## src/rtl/uart_slave_client_if.sv

```systemverilog
// rtl/uart_slave_client_if.sv - slave-port bus and byte-stream signals of uart_slave_client
interface uart_slave_client_if;
  logic       o_bus_cs;
  logic       o_bus_we;
  logic       o_bus_addr;
  logic [7:0] o_bus_dat;
  logic [7:0] i_bus_dat;
  logic       i_bus_ack;
  logic [7:0] o_rx_dat;
  logic       o_rx_valid;
  logic       i_rx_ready;
  logic [7:0] i_tx_dat;
  logic       i_tx_valid;
  logic       o_tx_ready;
  logic [3:0] o_status;
  logic       o_err;

  // client side: drives the slave port, sources rx bytes, sinks tx bytes
  modport master (
    output o_bus_cs, o_bus_we, o_bus_addr, o_bus_dat,
    input  i_bus_dat, i_bus_ack,
    output o_rx_dat, o_rx_valid,
    input  i_rx_ready,
    input  i_tx_dat, i_tx_valid,
    output o_tx_ready, o_status, o_err
  );

  // environment side: UART slave port plus stream producer/consumer
  modport slave (
    input  o_bus_cs, o_bus_we, o_bus_addr, o_bus_dat,
    output i_bus_dat, i_bus_ack,
    input  o_rx_dat, o_rx_valid,
    output i_rx_ready,
    output i_tx_dat, i_tx_valid,
    input  o_tx_ready, o_status, o_err
  );
endinterface

```

## src/rtl/uart_slave_client.sv

```systemverilog
// rtl/uart_slave_client.sv - polling bus master moving bytes between a UART slave port and rx/tx streams
module uart_slave_client #(
  parameter int TIMEOUT = 15
) (
  input  logic                 i_clk,
  input  logic                 i_reset,
  uart_slave_client_if.master  bus
);

  localparam int CW = $clog2(TIMEOUT + 1);

  typedef enum logic [2:0] {
    S_GAP    = 3'd0,
    S_STATUS = 3'd1,
    S_DECIDE = 3'd2,
    S_WRITE  = 3'd3,
    S_READ   = 3'd4
  } state_t;

  state_t        r_state;
  logic          r_cs;
  logic          r_we;
  logic          r_addr;
  logic [7:0]    r_dat_out;
  logic [7:0]    r_tx_hold;
  logic          r_tx_full;
  logic [7:0]    r_rx_hold;
  logic          r_rx_valid;
  logic [3:0]    r_status;   // {tx_full, tx_empty, rx_full, rx_empty}
  logic          r_err;
  logic          r_last_tx;  // 1 = tx served last, 0 = rx served last
  logic [CW-1:0] r_cnt;

  logic w_tx_accept;
  logic w_rx_consume;
  logic w_tx_elig;
  logic w_rx_elig;
  logic w_pick_tx;
  logic w_cnt_last;

  assign w_tx_accept  = bus.i_tx_valid && !r_tx_full;
  assign w_rx_consume = r_rx_valid && bus.i_rx_ready;
  assign w_tx_elig    = r_tx_full && !r_status[3];
  assign w_rx_elig    = !r_rx_valid && !r_status[0];
  // tx wins when it is the only candidate, or when both are and rx went last
  assign w_pick_tx    = w_tx_elig && (!w_rx_elig || !r_last_tx);
  assign w_cnt_last   = (r_cnt == CW'(TIMEOUT - 1));

  assign bus.o_bus_cs   = r_cs;
  assign bus.o_bus_we   = r_we;
  assign bus.o_bus_addr = r_addr;
  assign bus.o_bus_dat  = r_dat_out;
  assign bus.o_rx_dat   = r_rx_hold;
  assign bus.o_rx_valid = r_rx_valid;
  assign bus.o_tx_ready = !r_tx_full;
  assign bus.o_status   = r_status;
  assign bus.o_err      = r_err;

  // poll/access sequencer together with the stream holding registers it shares flags with
  always_ff @(posedge i_clk or posedge i_reset) begin
    if (i_reset) begin
      r_state    <= S_GAP;
      r_cs       <= 1'b0;
      r_we       <= 1'b0;
      r_addr     <= 1'b0;
      r_dat_out  <= 8'h00;
      r_tx_hold  <= 8'h00;
      r_tx_full  <= 1'b0;
      r_rx_hold  <= 8'h00;
      r_rx_valid <= 1'b0;
      r_status   <= 4'b0101;
      r_err      <= 1'b0;
      r_last_tx  <= 1'b0;
      r_cnt      <= '0;
    end else begin
      r_err <= 1'b0;
      // WRITE clears tx_full only while full and READ sets rx_valid only while
      // empty, so these stream updates never collide with the bus updates below
      if (w_tx_accept) begin
        r_tx_hold <= bus.i_tx_dat;
        r_tx_full <= 1'b1;
      end
      if (w_rx_consume) begin
        r_rx_valid <= 1'b0;
      end
      case (r_state)
        S_GAP: begin
          r_cs    <= 1'b1;
          r_we    <= 1'b0;
          r_addr  <= 1'b0;
          r_cnt   <= '0;
          r_state <= S_STATUS;
        end
        S_DECIDE: begin
          if (w_tx_elig || w_rx_elig) begin
            r_cs      <= 1'b1;
            r_addr    <= 1'b1;
            r_we      <= w_pick_tx;
            r_cnt     <= '0;
            r_last_tx <= w_pick_tx;
            if (w_pick_tx) begin
              r_dat_out <= r_tx_hold;
              r_state   <= S_WRITE;
            end else begin
              r_state   <= S_READ;
            end
          end else begin
            r_state <= S_GAP;
          end
        end
        S_STATUS, S_WRITE, S_READ: begin
          if (bus.i_bus_ack) begin
            // cs held through the ack cycle; the slave's trailing ack falls into GAP/DECIDE
            r_cs   <= 1'b0;
            r_we   <= 1'b0;
            r_addr <= 1'b0;
            case (r_state)
              S_STATUS: r_status <= bus.i_bus_dat[3:0];
              S_WRITE:  r_tx_full <= 1'b0;
              S_READ: begin
                r_rx_hold  <= bus.i_bus_dat;
                r_rx_valid <= 1'b1;
              end
              default: ;
            endcase
            r_state <= (r_state == S_STATUS) ? S_DECIDE : S_GAP;
          end else if (w_cnt_last) begin
            // abandon the access; holding registers stay as they are so a write retries
            r_cs    <= 1'b0;
            r_we    <= 1'b0;
            r_addr  <= 1'b0;
            r_err   <= 1'b1;
            r_state <= S_GAP;
          end else begin
            r_cnt <= r_cnt + 1'b1;
          end
        end
        default: begin
          r_cs    <= 1'b0;
          r_state <= S_GAP;
        end
      endcase
    end
  end

endmodule
```

## src/flat_wrapper.sv

```systemverilog
// flat-port wrapper written by rule: the top's interface ports become plain ports
module uart_slave_client_flat 
#(
  parameter int TIMEOUT = 15
)
  (i_clk, i_reset, bus_o_bus_cs, bus_o_bus_we, bus_o_bus_addr, bus_o_bus_dat, bus_i_bus_dat, bus_i_bus_ack, bus_o_rx_dat, bus_o_rx_valid, bus_i_rx_ready, bus_i_tx_dat, bus_i_tx_valid, bus_o_tx_ready, bus_o_status, bus_o_err);
  uart_slave_client_if bus_i ();
  input  logic i_clk;
  input  logic i_reset;
  output wire logic [$bits(bus_i.o_bus_cs)-1:0] bus_o_bus_cs;
  output wire logic [$bits(bus_i.o_bus_we)-1:0] bus_o_bus_we;
  output wire logic [$bits(bus_i.o_bus_addr)-1:0] bus_o_bus_addr;
  output wire logic [$bits(bus_i.o_bus_dat)-1:0] bus_o_bus_dat;
  input wire logic [$bits(bus_i.i_bus_dat)-1:0] bus_i_bus_dat;
  input wire logic [$bits(bus_i.i_bus_ack)-1:0] bus_i_bus_ack;
  output wire logic [$bits(bus_i.o_rx_dat)-1:0] bus_o_rx_dat;
  output wire logic [$bits(bus_i.o_rx_valid)-1:0] bus_o_rx_valid;
  input wire logic [$bits(bus_i.i_rx_ready)-1:0] bus_i_rx_ready;
  input wire logic [$bits(bus_i.i_tx_dat)-1:0] bus_i_tx_dat;
  input wire logic [$bits(bus_i.i_tx_valid)-1:0] bus_i_tx_valid;
  output wire logic [$bits(bus_i.o_tx_ready)-1:0] bus_o_tx_ready;
  output wire logic [$bits(bus_i.o_status)-1:0] bus_o_status;
  output wire logic [$bits(bus_i.o_err)-1:0] bus_o_err;
  assign bus_o_bus_cs = bus_i.o_bus_cs;
  assign bus_o_bus_we = bus_i.o_bus_we;
  assign bus_o_bus_addr = bus_i.o_bus_addr;
  assign bus_o_bus_dat = bus_i.o_bus_dat;
  assign bus_i.i_bus_dat = bus_i_bus_dat;
  assign bus_i.i_bus_ack = bus_i_bus_ack;
  assign bus_o_rx_dat = bus_i.o_rx_dat;
  assign bus_o_rx_valid = bus_i.o_rx_valid;
  assign bus_i.i_rx_ready = bus_i_rx_ready;
  assign bus_i.i_tx_dat = bus_i_tx_dat;
  assign bus_i.i_tx_valid = bus_i_tx_valid;
  assign bus_o_tx_ready = bus_i.o_tx_ready;
  assign bus_o_status = bus_i.o_status;
  assign bus_o_err = bus_i.o_err;
  uart_slave_client #(.TIMEOUT(TIMEOUT)) u_core (.i_clk(i_clk), .i_reset(i_reset), .bus(bus_i));
endmodule
```

## config.mk

```make
export PLATFORM = sky130hd
export DESIGN_NAME = uart_slave_client_flat
export DESIGN_NICKNAME = d
export VERILOG_FILES = /design/src/rtl/uart_slave_client_if.sv /design/src/rtl/uart_slave_client.sv /design/src/flat_wrapper.sv
export SDC_FILE = /design/constraint.sdc
export NUM_CORES = 1
export LEC_CHECK = 0
export ABC_AREA = 1
export BUFFER_PORTS_ARGS = -buffer_cell sky130_fd_sc_hd__buf_4
export CELL_PAD_IN_SITES_DETAIL_PLACEMENT = 0
export CELL_PAD_IN_SITES_GLOBAL_PLACEMENT = 1
export CORE_MARGIN = 3
export CORE_UTILIZATION = 39
export DETAILED_ROUTE_END_ITERATION = 10
export PLACE_DENSITY = 0.89
export SLEW_MARGIN = 10
export SYNTH_ARGS = -nofsm -noshare
export SYNTH_HDL_FRONTEND = slang
export SYNTH_SLANG_ARGS = --single-unit
```

## constraint.sdc

```tcl
create_clock -name i_clk -period 1.48 [get_ports i_clk]
set_input_delay 0.074 -clock i_clk [delete_from_list [all_inputs] [get_ports i_clk]]
set_output_delay 0.074 -clock i_clk [all_outputs]
set_load 0.005 [all_outputs]
```

==> flow_summary.yaml <==
outcome:
  status: "completed"
floorplan:
  initial_core_util_pct: 41.08
  die_y_um: 74.42
  io_pins: 47
  die_w_um: 74.42
  dieArea_um2: 5538
  core_area_um2: 4444
  row_count: 24
yosys:
  syn-cell-area_um2: 1826
  ys_seq_elements: 42
  synth_top_area_share_pct: 54.83
  synth_nets: 221
  synthTopCellsByArea: "dfrtp_1 (55%), nand2_1 (15%), mux2_2 (4.9%)"
  yosys_warnings: 0
  ys_seq_area_share_pct: 57.71
  synthCells: 198
  synth.distinct_cells: 21
  postSynthAreaPerCell_um2: 9.220
  synth_top_cell_by_area: "dfrtp_1"
cts:
  tritoncts: "done"
  cts_buffers: 5
  clkTransAtPathRegs_ns: 0.08
  cts-root-buf: "clkbuf_8"
  clockBufferDepth: 2
  insertion_delay_ns: 0.29
  cts_setup_buffers: 0
  htree_levels: 2
  cts.sink_count: 42
drt:
  vias_per_cell: 4.654
  drt_iter0_markers: 106
  dr.pass1.iters: 4
  post_drt_wl_per_cell_um: 11.83
  drc_errors: 0
  final_antenna_net_count: 0
  routed_wl_mm: 3.655
  num_vias: 1438
sta:
  period_minus_slack_ns: 1.338
  fin_crit_sh_pct: 90.44
  clock.fmax_mhz: 747.1
  finalSetupViolations: 0
  hold_ws_ns: 0.009360
  rsz0062_at_grt: "no"
  maxSlewHeadroom_pct: 65.10
  finalClockSkew_ns: 0.004702
  worstMarginPinSlew_ns: 0.5235
  finalHoldViolations: 0
  tns_ns: 0
  finalMaxSlewViolations: 0
  setup_ws_ns: 0.1416
setup_path:
  crit_arrival_ns: 1.52
  crit_top_cell: "nand2_1"
  start_kind: "register"
  crit_path_end_kind: "register"
  crit_chain: "ha_1 > nand3_2 > nand2_1 > nand2_2 > nand3_2 > nand2_1 > nand2_1"
  cp.required_ns: 1.66
  critPathKind: "register to register"
  r2r_cells: 7
  slowest_stage: "dfrtp_1"
  critPathMaxStageDelay_ns: 0.43
  worstPathMaxFanout: 5
grt:
  antenna_found_initial: 0
  grt_remaining_overflow: 0
  grt_max_degree: 43
  grt_use_total_pct: 14.56
  grt_pass1_vias: 1354
  grt_pass1_wl_mm: 6.078
layout:
  syn_to_final_growth_pct: 33.31
  drive_gt1_share_pct: 31.52
  layout_commonest_cell: "nand2_1"
  antenna_cells: 0
  fillCellCount: 421
  final_cell_mix: "nand2_1 (71), buf_4 (49), dfrtp_1 (40)"
  final_net_count: 279
placed_design:
  dp_hpwl_mm: 2.640
  gp_congestion: 0.8493
  io_buffers: 46
  place_ws_ns: 0.08590
pwr:
  p_leak_nw: 1.336
  peakVddDrop_uv: 994.8
  pwr_density_cell_nw_per_um2: 1980
  finalPower_mw: 4.820
min_path:
  whs_path_depth: 2
  hold_path_class: "primary input to register"
flow_run:
  maxCapViolations: 0
[power by group]
| part | total [mW] | internal (mW) | switching (mW) | leakage [nW] |
|---|---|---|---|---|
| sequential | 1.98 | 1.64 | 0.344 | 0.530 |
| combinational | 1.73 | 0.849 | 0.881 | 0.734 |
| clock | 1.11 | 0.719 | 0.387 | 0.0714 |
[worst max-delay path: cells and delay by family, from the launching register on]
family,cells,cell delay (ns)
adders and majority gates,1,0.22
DFF,1,0.43
and+or+nand+nor,6,0.59
[flip-flops by register name, indices dropped and copies added (netlist names)]
| signal | flops |
|---|---|
| u_core.bus.o_bus_we | 1 |
| u_core.bus.o_status | 4 |
| u_core.bus.o_rx_dat | 8 |
| u_core.r_cnt | 4 |
| u_core.bus.o_bus_cs | 1 |
| u_core.r_tx_full | 1 |
| u_core.bus.o_rx_valid | 1 |
| u_core.r_state | 3 |
| u_core.bus.o_err | 1 |
| u_core.r_last_tx | 1 |
| u_core.r_tx_hold | 8 |
| u_core.bus.o_bus_dat | 8 |
| u_core.bus.o_bus_addr | 1 |
[stage by stage]
step                      util (%)  instances  instance area [um^2]
after CTS                    54.56        309                  2425
after floorplan                  -        198                  1826
final                        54.76        309                  2434
after global routing         54.76        309                  2434
after detailed placement     50.45        297                  2242
after global placement       50.45        297                  2242
[layout make-up]
cell class,instances,area (um^2),share of cell area [%]
Tap cell,52,65.06,2.674
Clock inverter,2,60.06,2.468
Clock buffer,6,82.58,3.393
Timing Repair Buffer,53,407.9,16.76
Multi-Input combinational cell,132,681.9,28.02
Inverter,22,82.58,3.393
Sequential cell,42,1054,43.29
[synth_stat cells (all sizes together)]
cell / n
buf: 2
dfrtp: 40
dfstp: 2
ha: 2
inv: 22
mux2: 8
nand2: 73
nand3: 14
nand4: 4
nor2: 13
nor3: 1
o21ai: 16
xnor2: 1
[timing repair]
item	4_1_cts	5_1_grt
hold endpoints to repair	43	0
gates resized for setup	0	2
hold buffers	4	0
setup endpoints to repair	0	6
[path summary, 6_finish.rpt]
kind                                                       from                                  end  slack [ns]
worst min-delay path                            bus_i_tx_dat[4]      u_core.r_tx_hold[4]$_DFFE_PP0P_       0.009
max in group asynchronous                               i_reset   u_core.bus.o_status[0]$_DFFE_PP1P_        0.63
worst max-delay path                u_core.r_cnt[1]$_DFFE_PP0P_          u_core.r_cnt[0]$_DFFE_PP0P_        0.14
worst max register to register      u_core.r_cnt[1]$_DFFE_PP0P_          u_core.r_cnt[0]$_DFFE_PP0P_        0.14
worst min register to register  u_core.r_tx_hold[7]$_DFFE_PP0P_  u_core.bus.o_bus_dat[7]$_DFFE_PP0P_        0.47
min in group asynchronous                               i_reset      u_core.r_tx_hold[0]$_DFFE_PP0P_        0.47
[cells by family after synthesis]
| logic type | after synthesis | synth area share, % |
|---|---|---|
| AO/OA/AOI/OAI | 16 | 4.387 |
| XOR/XNOR | 1 | 0.4799 |
| adder cells (fa/ha/maj) | 2 | 1.371 |
| buffers and inverters | 24 | 5.414 |
| flip-flops | 42 | 57.71 |
| multiplexers | 8 | 4.935 |
| AND/OR/NAND/NOR | 105 | 25.70 |
[routing by layer]
metal  global-route usage (%)  routed length, um  vias to the layer above  share of wire (%)
met5                        0                  0                        -                  0
li1                         -                  -                      739                  -
met3                    4.595                145                        6                4.0
met1                    17.20               1546                      667                 42
met4                    5.336                 57                        0                1.6
met2                    24.88               1905                       26                 52
(Power assumes the default switching activity.)
